## src/rtl/arbiter_game_led_decoder_if.sv

```systemverilog
`timescale 1ns/1ps
`default_nettype none
// ============================================================================
//  Module   : arbiter_game_led_decoder_if
//  Brief    : LED bus plus decoded game-event outputs of the LED decoder.
//  Revision : 1.0  initial release
// ============================================================================
interface arbiter_game_led_decoder_if #(
    parameter int SCORE_W = 8
);
    logic [3:0]         leds_in;
    logic [2:0]         step_out;
    logic               go_out;
    logic               winner_valid_out;
    logic [1:0]         winner_id_out;
    logic [SCORE_W-1:0] score1_out;
    logic [SCORE_W-1:0] score2_out;
    logic               error_out;

    // master drives the LED bus and consumes events; slave is the decoder
    modport master (
        output leds_in,
        input  step_out, go_out, winner_valid_out, winner_id_out,
        input  score1_out, score2_out, error_out
    );

    modport slave (
        input  leds_in,
        output step_out, go_out, winner_valid_out, winner_id_out,
        output score1_out, score2_out, error_out
    );
endinterface
`default_nettype wire

```

## src/rtl/arbiter_game_led_decoder.sv

```systemverilog
`timescale 1ns/1ps
`default_nettype none
// ============================================================================
//  Module   : arbiter_game_led_decoder
//  Brief    : Passive LED-bus monitor that recovers countdown, go, winner,
//             per-player scores and protocol errors of the arbiter game.
//  Revision : 1.0  initial release
// ============================================================================
module arbiter_game_led_decoder #(
    parameter int TOGGLES = 4,
    parameter int TIMEOUT = 4096,
    parameter int SCORE_W = 8
) (
    input  wire logic                  clk,
    input  wire logic                  rst_in,
    arbiter_game_led_decoder_if.slave  bus
);

    typedef enum logic [2:0] {
        S_IDLE  = 3'd0,
        S_CD    = 3'd1,
        S_ARMED = 3'd2,
        S_SHIFT = 3'd3,
        S_TRACK = 3'd4,
        S_ERROR = 3'd5
    } state_t;

    localparam int                 c_tmo_w    = $clog2(TIMEOUT + 1);
    localparam logic [c_tmo_w-1:0] c_tmo_last = c_tmo_w'(TIMEOUT - 1);
    localparam logic [c_tmo_w-1:0] c_tmo_one  = c_tmo_w'(1);
    localparam logic [2:0]         c_toggles  = 3'(TOGGLES);
    localparam logic [SCORE_W-1:0] c_score_1  = SCORE_W'(1);

    function automatic logic [3:0] step_pat(input logic [2:0] k);
        case (k)
            3'd4:    step_pat = 4'b1111;
            3'd3:    step_pat = 4'b0111;
            3'd2:    step_pat = 4'b0011;
            3'd1:    step_pat = 4'b0001;
            default: step_pat = 4'b0000;
        endcase
    endfunction

    // bit 3 is the leftmost LED, so a left rotate moves the lit LED upward
    function automatic logic [3:0] rotl(input logic [3:0] x);
        rotl = {x[2:0], x[3]};
    endfunction

    function automatic logic [3:0] rotr(input logic [3:0] x);
        rotr = {x[0], x[3:1]};
    endfunction

    state_t             r_state, w_state_n;
    logic [3:0]         r_cur, r_prev;
    logic [2:0]         r_step, w_step_n;
    logic [2:0]         r_blink, w_blink_n;
    logic [3:0]         r_start, w_start_n;
    logic [1:0]         r_winner, w_winner_n;
    logic [SCORE_W-1:0] r_score1, w_score1_n;
    logic [SCORE_W-1:0] r_score2, w_score2_n;
    logic               r_err, w_err_n;
    logic               r_go, w_go_n;
    logic               r_wv, w_wv_n;
    logic [c_tmo_w-1:0] r_tmo, w_tmo_n;

    logic w_changed, w_rise_all, w_tmo_active, w_tmo_hit, w_onehot;

    assign w_changed    = (r_cur != r_prev);
    assign w_rise_all   = (r_cur == 4'b1111) && (r_prev != 4'b1111);
    assign w_tmo_active = (r_state == S_CD) || (r_state == S_SHIFT) || (r_state == S_TRACK);
    assign w_tmo_hit    = w_tmo_active && !w_changed && (r_tmo == c_tmo_last);
    assign w_onehot     = (r_cur != 4'b0000) && ((r_cur & (r_cur - 4'd1)) == 4'b0000);

    always_ff @(posedge clk) begin
        if (rst_in) begin
            r_state  <= S_IDLE;
            r_cur    <= 4'b0000;
            r_prev   <= 4'b0000;
            r_step   <= 3'd0;
            r_blink  <= 3'd0;
            r_start  <= 4'b0000;
            r_winner <= 2'd0;
            r_score1 <= '0;
            r_score2 <= '0;
            r_err    <= 1'b0;
            r_go     <= 1'b0;
            r_wv     <= 1'b0;
            r_tmo    <= '0;
        end else begin
            r_state  <= w_state_n;
            r_cur    <= bus.leds_in;
            r_prev   <= r_cur;
            r_step   <= w_step_n;
            r_blink  <= w_blink_n;
            r_start  <= w_start_n;
            r_winner <= w_winner_n;
            r_score1 <= w_score1_n;
            r_score2 <= w_score2_n;
            r_err    <= w_err_n;
            r_go     <= w_go_n;
            r_wv     <= w_wv_n;
            r_tmo    <= w_tmo_n;
        end
    end

    always_comb begin
        w_state_n  = r_state;
        w_step_n   = r_step;
        w_blink_n  = r_blink;
        w_start_n  = r_start;
        w_winner_n = r_winner;
        w_score1_n = r_score1;
        w_score2_n = r_score2;
        w_err_n    = r_err;
        w_go_n     = 1'b0;
        w_wv_n     = 1'b0;
        w_tmo_n    = (w_changed || !w_tmo_active) ? '0 : r_tmo + c_tmo_one;

        // a fresh all-on edge is a game (re)start, except while already counting step 4
        if (w_rise_all && !((r_state == S_CD) && (r_step == 3'd4))) begin
            w_state_n  = S_CD;
            w_step_n   = 3'd4;
            w_blink_n  = 3'd1;
            w_winner_n = 2'd0;
            w_err_n    = 1'b0;
        end else if (w_tmo_hit) begin
            w_state_n = S_ERROR;
            w_step_n  = 3'd0;
            w_err_n   = 1'b1;
        end else begin
            case (r_state)
                S_CD: begin
                    if ((r_step == 3'd1) && (r_blink == c_toggles) && (r_cur == 4'b0000)) begin
                        w_state_n = S_ARMED;
                        w_step_n  = 3'd0;
                        w_go_n    = 1'b1;
                    end else if (r_cur == 4'b0000) begin
                        w_state_n = S_CD;
                    end else if (r_cur == step_pat(r_step)) begin
                        if (w_changed && (r_blink != 3'd7))
                            w_blink_n = r_blink + 3'd1;
                    end else if ((r_cur == step_pat(r_step - 3'd1)) && w_changed &&
                                 (r_blink == c_toggles)) begin
                        w_step_n  = r_step - 3'd1;
                        w_blink_n = 3'd1;
                    end else begin
                        w_state_n = S_ERROR;
                        w_step_n  = 3'd0;
                        w_err_n   = 1'b1;
                    end
                end
                S_ARMED: begin
                    if (w_onehot) begin
                        w_start_n = r_cur;
                        w_state_n = S_SHIFT;
                    end else if (r_cur != 4'b0000) begin
                        w_state_n = S_ERROR;
                        w_err_n   = 1'b1;
                    end
                end
                S_SHIFT: begin
                    if (r_cur == rotl(r_start)) begin
                        w_winner_n = 2'd1;
                        w_wv_n     = 1'b1;
                        w_state_n  = S_TRACK;
                        if (r_score1 != '1)
                            w_score1_n = r_score1 + c_score_1;
                    end else if (r_cur == rotr(r_start)) begin
                        w_winner_n = 2'd2;
                        w_wv_n     = 1'b1;
                        w_state_n  = S_TRACK;
                        if (r_score2 != '1)
                            w_score2_n = r_score2 + c_score_1;
                    end else if (r_cur != r_start) begin
                        w_state_n = S_ERROR;
                        w_err_n   = 1'b1;
                    end
                end
                S_TRACK: begin
                    if (w_changed) begin
                        if (r_cur == 4'b0000) begin
                            w_state_n = S_IDLE;
                        end else if (r_cur != ((r_winner == 2'd1) ? rotl(r_prev) : rotr(r_prev))) begin
                            w_state_n = S_ERROR;
                            w_err_n   = 1'b1;
                        end
                    end
                end
                default: begin
                    w_state_n = r_state;
                end
            endcase
        end
    end

    assign bus.step_out         = r_step;
    assign bus.go_out           = r_go;
    assign bus.winner_valid_out = r_wv;
    assign bus.winner_id_out    = r_winner;
    assign bus.score1_out       = r_score1;
    assign bus.score2_out       = r_score2;
    assign bus.error_out        = r_err;

endmodule
`default_nettype wire
```

## src/flat_wrapper.sv

```systemverilog
// flat-port wrapper written by rule: the top's interface ports become plain ports
module arbiter_game_led_decoder_flat 
#(
    parameter int TOGGLES = 4,
    parameter int TIMEOUT = 4096,
    parameter int SCORE_W = 8
)
  (clk, rst_in, bus_leds_in, bus_step_out, bus_go_out, bus_winner_valid_out, bus_winner_id_out, bus_score1_out, bus_score2_out, bus_error_out);
  arbiter_game_led_decoder_if #(.SCORE_W(SCORE_W)) bus_i ();
  input  wire logic clk;
  input  wire logic rst_in;
  input wire logic [$bits(bus_i.leds_in)-1:0] bus_leds_in;
  output wire logic [$bits(bus_i.step_out)-1:0] bus_step_out;
  output wire logic [$bits(bus_i.go_out)-1:0] bus_go_out;
  output wire logic [$bits(bus_i.winner_valid_out)-1:0] bus_winner_valid_out;
  output wire logic [$bits(bus_i.winner_id_out)-1:0] bus_winner_id_out;
  output wire logic [$bits(bus_i.score1_out)-1:0] bus_score1_out;
  output wire logic [$bits(bus_i.score2_out)-1:0] bus_score2_out;
  output wire logic [$bits(bus_i.error_out)-1:0] bus_error_out;
  assign bus_i.leds_in = bus_leds_in;
  assign bus_step_out = bus_i.step_out;
  assign bus_go_out = bus_i.go_out;
  assign bus_winner_valid_out = bus_i.winner_valid_out;
  assign bus_winner_id_out = bus_i.winner_id_out;
  assign bus_score1_out = bus_i.score1_out;
  assign bus_score2_out = bus_i.score2_out;
  assign bus_error_out = bus_i.error_out;
  arbiter_game_led_decoder #(.TOGGLES(TOGGLES), .TIMEOUT(TIMEOUT), .SCORE_W(SCORE_W)) u_core (.clk(clk), .rst_in(rst_in), .bus(bus_i));
endmodule
```

## config.mk

```make
export PLATFORM = sky130hd
export DESIGN_NAME = arbiter_game_led_decoder_flat
export DESIGN_NICKNAME = d
export VERILOG_FILES = /design/src/rtl/arbiter_game_led_decoder_if.sv /design/src/rtl/arbiter_game_led_decoder.sv /design/src/flat_wrapper.sv
export SDC_FILE = /design/constraint.sdc
export NUM_CORES = 1
export LEC_CHECK = 0
export CAP_MARGIN = 20
export CELL_PAD_IN_SITES_DETAIL_PLACEMENT = 1
export CELL_PAD_IN_SITES_GLOBAL_PLACEMENT = 2
export CORE_MARGIN = 1.5
export CORE_UTILIZATION = 38
export DETAILED_ROUTE_END_ITERATION = 7
export PLACE_DENSITY = 0.94
export SKIP_CTS_REPAIR_TIMING = 1
export SYNTH_ARGS = -nofsm -noshare
export SYNTH_HDL_FRONTEND = slang
export SYNTH_SLANG_ARGS = --single-unit
```

## constraint.sdc

```tcl
create_clock -name clk -period 6.7 [get_ports clk]
set_input_delay 2.01 -clock clk [delete_from_list [all_inputs] [get_ports clk]]
set_output_delay 2.01 -clock clk [all_outputs]
set_load 0.1 [all_outputs]
```

# [Yosys cells after proc, flatten, opt, wreduce, memory -nomap -nowiden]
# Index checks and enable logic that the tools add are counted.
[totals] regBits=55 wordCells=204 input_bits=6 out_inout_bits=24
[classes] reduce_logical=45 muxes=63 addsub=6 n_bitwise=8 n_eq_ne=65
[ops] op="$mux 3" count=23
[ops] op="$mux 4" count=12
[ops] op="$ne 3x2->1 const B" count=11
[ops] op="$pmux 4 s4" count=2
[ops] op="$mux 1" count=22
[ops] op="$reduce_and 7->1" count=3
[ops] op="$ne 5x4->1 const B" count=4
[ops] op="$eq 3x2->1 const B" count=6
[ops] op="$ne 6x5->1 const B" count=3
[ops] op="$reduce_and 6->1" count=3
[ops] op="$add 8x1->8 const B" count=2
[ops] op="$eq 4x4->1" count=4
[ops] op="$ne 4x4->1 const B" count=4
[ops] op="$ne 8x8->1 const B" count=2
[ops] op="$add 13x1->13 const B" count=1
[ops] op="$eq 13x12->1 const B" count=1
[ops] op="$reduce_and 13->1" count=1
[ops] op="$eq 3x3->1 const B" count=4
[ops] op="$ne 4x1->1 const B" count=3
[ops] op="$ne 4x4->1" count=3
[ops] op="$pmux 3 s4" count=1
[ops] op="$logic_and 1x1->1" count=11
[ops] op="$ne 2x1->1 const B" count=5
[ops] op="$eq 3x1->1 const B" count=3
[ops] op="other kinds (29)" count=53

# [Longest topological paths before layout]
[logic_depth] depth_word=24 ltp_mapped=10 mapped_depth_nobuf=10

# [Least setup slack after synthesis]
# No wires, ideal clock.
[synth_timing] path_kind="reg-to-reg" from="register u_core.r_step[0] (netlist: u_core.bus.step_out[0])" to="register u_core.r_blink[1]" arrival_ns=3.385 setup_time_ns=0.070 required_ns=6.630 path_slack_ns=3.245 path_buffers=0 path_stages_with_launch=11 synth_period_minus_slack_ns=3.455 cell_sequence="dfxtp_1 > inv_1 > ha_1 > ha_1 > or3b_1 > a211o_1 > nand2_2 > nand2_4 > mux2_4 > or4b_1 > a21oi_1"
[synth_via] elab_chain_len=14 elab_cells_between_ends=37 classes_between="add/sub: 1; eq/ne: 11; mux: 14; bitwise: 1; reduce/logical: 10"
[synth_lines] item="start: declaration" line_no="arbiter_game_led_decoder.sv:55" rtl="logic [2:0] r_step, w_step_n;"
[synth_lines] item="start signal: assignment" line_no="arbiter_game_led_decoder.sv:93" rtl="r_step <= w_step_n;"
[synth_lines] item="$sub 3x1->3" line_no="arbiter_game_led_decoder.sv:142" rtl="end else if ((r_cur == step_pat(r_step - 3'd1)) && w_changed &&"
[synth_lines] item="$eq 3x1->1 (tied with other cells)" line_no="arbiter_game_led_decoder.sv:35" rtl="case (k)"
[synth_lines] item="$pmux 4 s4" line_no="arbiter_game_led_decoder.sv:35"
[synth_lines] item="$mux 4" line_no="arbiter_game_led_decoder.sv:139" rtl="end else if (r_cur == step_pat(r_step)) begin"
[synth_lines] item="$mux 4" line_no="arbiter_game_led_decoder.sv:137" rtl="end else if (r_cur == 4'b0000) begin"
[synth_lines] item="$mux 4" line_no="arbiter_game_led_decoder.sv:133" rtl="if ((r_step == 3'd1) && (r_blink == c_toggles) && (r_cur == 4'b0000)) begin"
[synth_lines] item="$mux 4" line_no="arbiter_game_led_decoder.sv:131" rtl="case (r_state)"
[synth_lines] item="$mux 4" line_no="arbiter_game_led_decoder.sv:126" rtl="end else if (w_tmo_hit) begin"
[synth_lines] item="$mux 4" line_no="arbiter_game_led_decoder.sv:120" rtl="if (w_rise_all && !((r_state == S_CD) && (r_step == 3'd4))) begin"
[synth_lines] item="$eq 4x4->1" line_no="arbiter_game_led_decoder.sv:142"
[synth_lines] item="$logic_and 1x1->1 (2 in a row)" line_no="arbiter_game_led_decoder.sv:142"
[synth_lines] item="$reduce_bool 2->1 (no line)"
[synth_lines] item="$reduce_and 6->1 (no line)"
[synth_lines] item="end signal: assignment" line_no="arbiter_game_led_decoder.sv:94" rtl="r_blink <= w_blink_n;"
[synth_lines] item="end: declaration" line_no="arbiter_game_led_decoder.sv:56" rtl="logic [2:0] r_blink, w_blink_n;"
# Several ways; a longest one is shown, not always the timed one. The select of a mux whose other input is x is not followed.
# A chain may end at the register's enable or synchronous reset.

# [Worst setup path in the final report]
[layout_timing] from="register u_core.r_step[2] (netlist: u_core.bus.step_out[2])" to="output bus_step_out[2]"
[layout_lines] item="end: declaration" line_no="flat_wrapper.sv:13" rtl="output wire logic [$bits(bus_i.step_out)-1:0] bus_step_out;"
# No word-level cell between the ends.

==> summary.md <==
| Metric | Value |
|---|---|
| Status | completed |
| Number of flops mapped to enable cells by yosys | 0 |
| Placed Area | 0.00364 mm2 |
| RePlAce Congestion | 0.870 |
| H-tree depth | 2 |
| Largest net degree at the start of global routing | 38 |
| # IOs | 30 |
| Total track usage | 0.192 |
| WL met2 | 4010 um |
| Sequential fraction of the synthesis area | 0.334 |
| Switching share of power | 0.321 |
| CTS tree | built |
| Switching power of the nets | 216 uW |
| Post-route cell area | 0.00372 mm2 |
| DRT antenna net count | 0 |
| Clock Tree Buf Depth | 2 |
| Layout cell share with drive strength beyond 1 | 0.0640 |
| Crit. End Element | primary output |
| Final Slew Violations | 0 |
| Total grt overflow | 0 |
| Final setup viols | 0 |
| Leakage power | 0.00133 uW |
| CP max stage cell | clkdlybuf4s50_1 |
| Clock power share | 0.277 |
| Fin. Hold Viols | 0 |
| Syn Nets | 404 |
| WL/cell | 15.9 um |
| Initial Util | 0.397 |
| Worst-skew pair later-pin latency | 0.31 ns |
| Iter 0 DRT Violations | 151 |
| CP peak stage delay | 1.19 ns |
| Worst-path clk slew | 0.10 ns |
| Critical path startpoint category | flop |
| PwrDens | 181 mW/mm2 |
| Worst Path Buf+Inv | 1 |
| Power Total | 673 uW |
| Crit path max-delay family | buffers and inverters |
| Post-route clock skew | 0.00810 ns |
| Asr flop ratio synth | 0 |
| Core area | 0.00830 mm2 |
| Unrepaired setup endpoints after global routing | false |
| Nets | 424 |
| First-pass GRT wire length | 13,900 um |
| Die area | 0.00923 mm2 |
| Port bufs | 29 |
| Top_reg_cell synth | dfxtp_1 |
| Largest fanout on the critical path | 10 |
| Pre-antenna DRT Iters | 4 |
| Commonest non-fill, non-tap cell in the layout | dfxtp_1 |
| Share of total power in sequential cells | 0.530 |
| WL final | 8140 um |
| Worst Hold Class | flop to flop |
| Top Metal Used | met4 |
| Mean post-synth cell area | 8.55 um2 |
| Crit path DAT | 2.02 ns |
| Fin Setup TNS | 0 ns |
| Sinks on Clock Net | 55 |
| Int Pwr | 457 uW |
| CP required | 4.69 ns |
| Filler Cells Inserted | 984 |
| Initial antenna violation count | 0 |
| Worst vdd ir | 0.0000944 V |
| Vias | 2,830 |
| Die width | 96.1 um |
| Synthesized flop and latch total | 55 |
| Commonest cells after routing, fill and taps aside | 55 x dfxtp_1, 47 x nor2_1, 36 x xor2_1 |
| # DRC | 0 |
| Post-DP HPWL | 5950 um |
| Met1 wire length | 3820 um |
| N_diodes | 0 |
| Critical path type | flop to primary output |
| Max-cap viol count | 0 |
| Rel. slew slack | 0.342 |
| Met3 routed WL | 204 um |
| Vias per cell | 5.54 |
| Fin Hold WS | 0.496 ns |
| Post-layout util | 0.449 |
| CTS root buf | clkbuf_8 |
| Mapped Area | 0.00329 mm2 |
| Die H | 96.1 um |
| Clock buffer count from CTS | 5 |
| Final period util | 0.601 |
| Unique masters post-synth | 62 |
| Post-Synthesis Cells | 385 |
| Worst Tran Pin Value | 0.984 ns |
| Worst-path cell chain | clkdlybuf4s50_1 |
| Combinational share of power | 0.194 |
| Area growth from synthesis to layout | 13.2% |
| Ys Warns | 0 |
| FMAX | 248 MHz |
| Vias in the first global route | 2,856 |
| Row Count | 33 |
| Final min period | 4.03 ns |
flip-flops by register name, indices dropped and copies added (netlist names):
register                     cells
u_core.r_state                   3
u_core.bus.score2_out            8
u_core.bus.winner_id_out         2
u_core.bus.score1_out            8
u_core.r_cur                     4
u_core.bus.error_out             1
u_core.bus.go_out                1
u_core.bus.winner_valid_out      1
u_core.r_blink                   3
u_core.r_prev                    4
u_core.bus.step_out              3
u_core.r_tmo                    13
u_core.r_start                   4
Yosys cell counts (3+ instances only):
cell type | count | area (um2)
nor4_1 | 3 | 18.8
o31ai_1 | 3 | 22.5
nand2_1 | 26 | 97.6
nor2b_1 | 15 | 93.8
xnor2_1 | 8 | 70.1
a21oi_1 | 18 | 90.1
nand2b_1 | 8 | 50.1
or4_1 | 3 | 22.5
nand4_1 | 15 | 93.8
nand3_1 | 8 | 40.0
dfxtp_1 | 55 | 1100
buf_2 | 8 | 40.0
a31oi_1 | 3 | 18.8
nor2_1 | 47 | 176
nor3_1 | 7 | 35.0
clkbuf_1 | 7 | 26.3
nor4bb_1 | 4 | 40.0
xor2_1 | 36 | 315
ha_1 | 13 | 163
o21ai_0 | 18 | 90.1
mux2i_1 | 7 | 70.1
buf_4 | 3 | 22.5
or3_1 | 9 | 56.3
and3_1 | 6 | 37.5
inv_1 | 10 | 37.5
per-stage QoR:
step	setup slack (ns)	instances
floorplan	3.24	385
global placement	3.05	503
detailed placement	3.01	503
CTS	2.67	511
global route	2.60	511
finish	2.67	511
cell families after synthesis:
| family | after synthesis | share of synthesized area |
|---|---|---|
| AOI/OAI and AO/OA | 61 | 0.127 |
| xor gates and xnor gates | 44 | 0.117 |
| adders and majority gates | 13 | 0.0494 |
| buffers and inverters | 28 | 0.0384 |
| DFF | 55 | 0.334 |
| muxes | 10 | 0.0327 |
| and+or+nand+nor | 174 | 0.301 |
final timing paths:
check / endpoint / depth (start not counted) / slack, ns / from
setup / recovery: bus_step_out[2] / 1 / 2.67 / u_core.bus.step_out[2]
hold / removal: u_core.r_tmo[0] / 1 / 0.50 / u_core.r_tmo[0]
setup reg to reg: u_core.r_blink[1] / 10 / 3.47 / u_core.bus.step_out[0]
hold reg to reg: u_core.r_tmo[0] / 1 / 0.50 / u_core.r_tmo[0]
power groups by stage:
stage | Sequential, uW | Combinational, uW | Clock (uW)
floorplan | 364 | 99.7 | 0
global placement | 363 | 127 | 0
detailed placement | 364 | 129 | 0
CTS | 356 | 130 | 195
global route | 359 | 144 | 206
finish | 356 | 131 | 186
area by class of cell:
type / count / area, um2 / area share
multi-input cells: 302 / 2060 / 0.554
flip-flops and latches: 55 / 1100 / 0.296
repair buffers: 31 / 305 / 0.0820
well taps: 105 / 131 / 0.0353
clock buffers: 6 / 72.6 / 0.0195
inverters: 10 / 37.5 / 0.0101
clock inverters: 2 / 12.5 / 0.00336
routing by layer:
layer  up-vias  global-route usage
met1      1389               0.247
met5         -                   0
met2        35               0.329
li1       1397                   -
met3         9              0.0324
met4         0              0.0515
(Power assumes the default switching activity.)
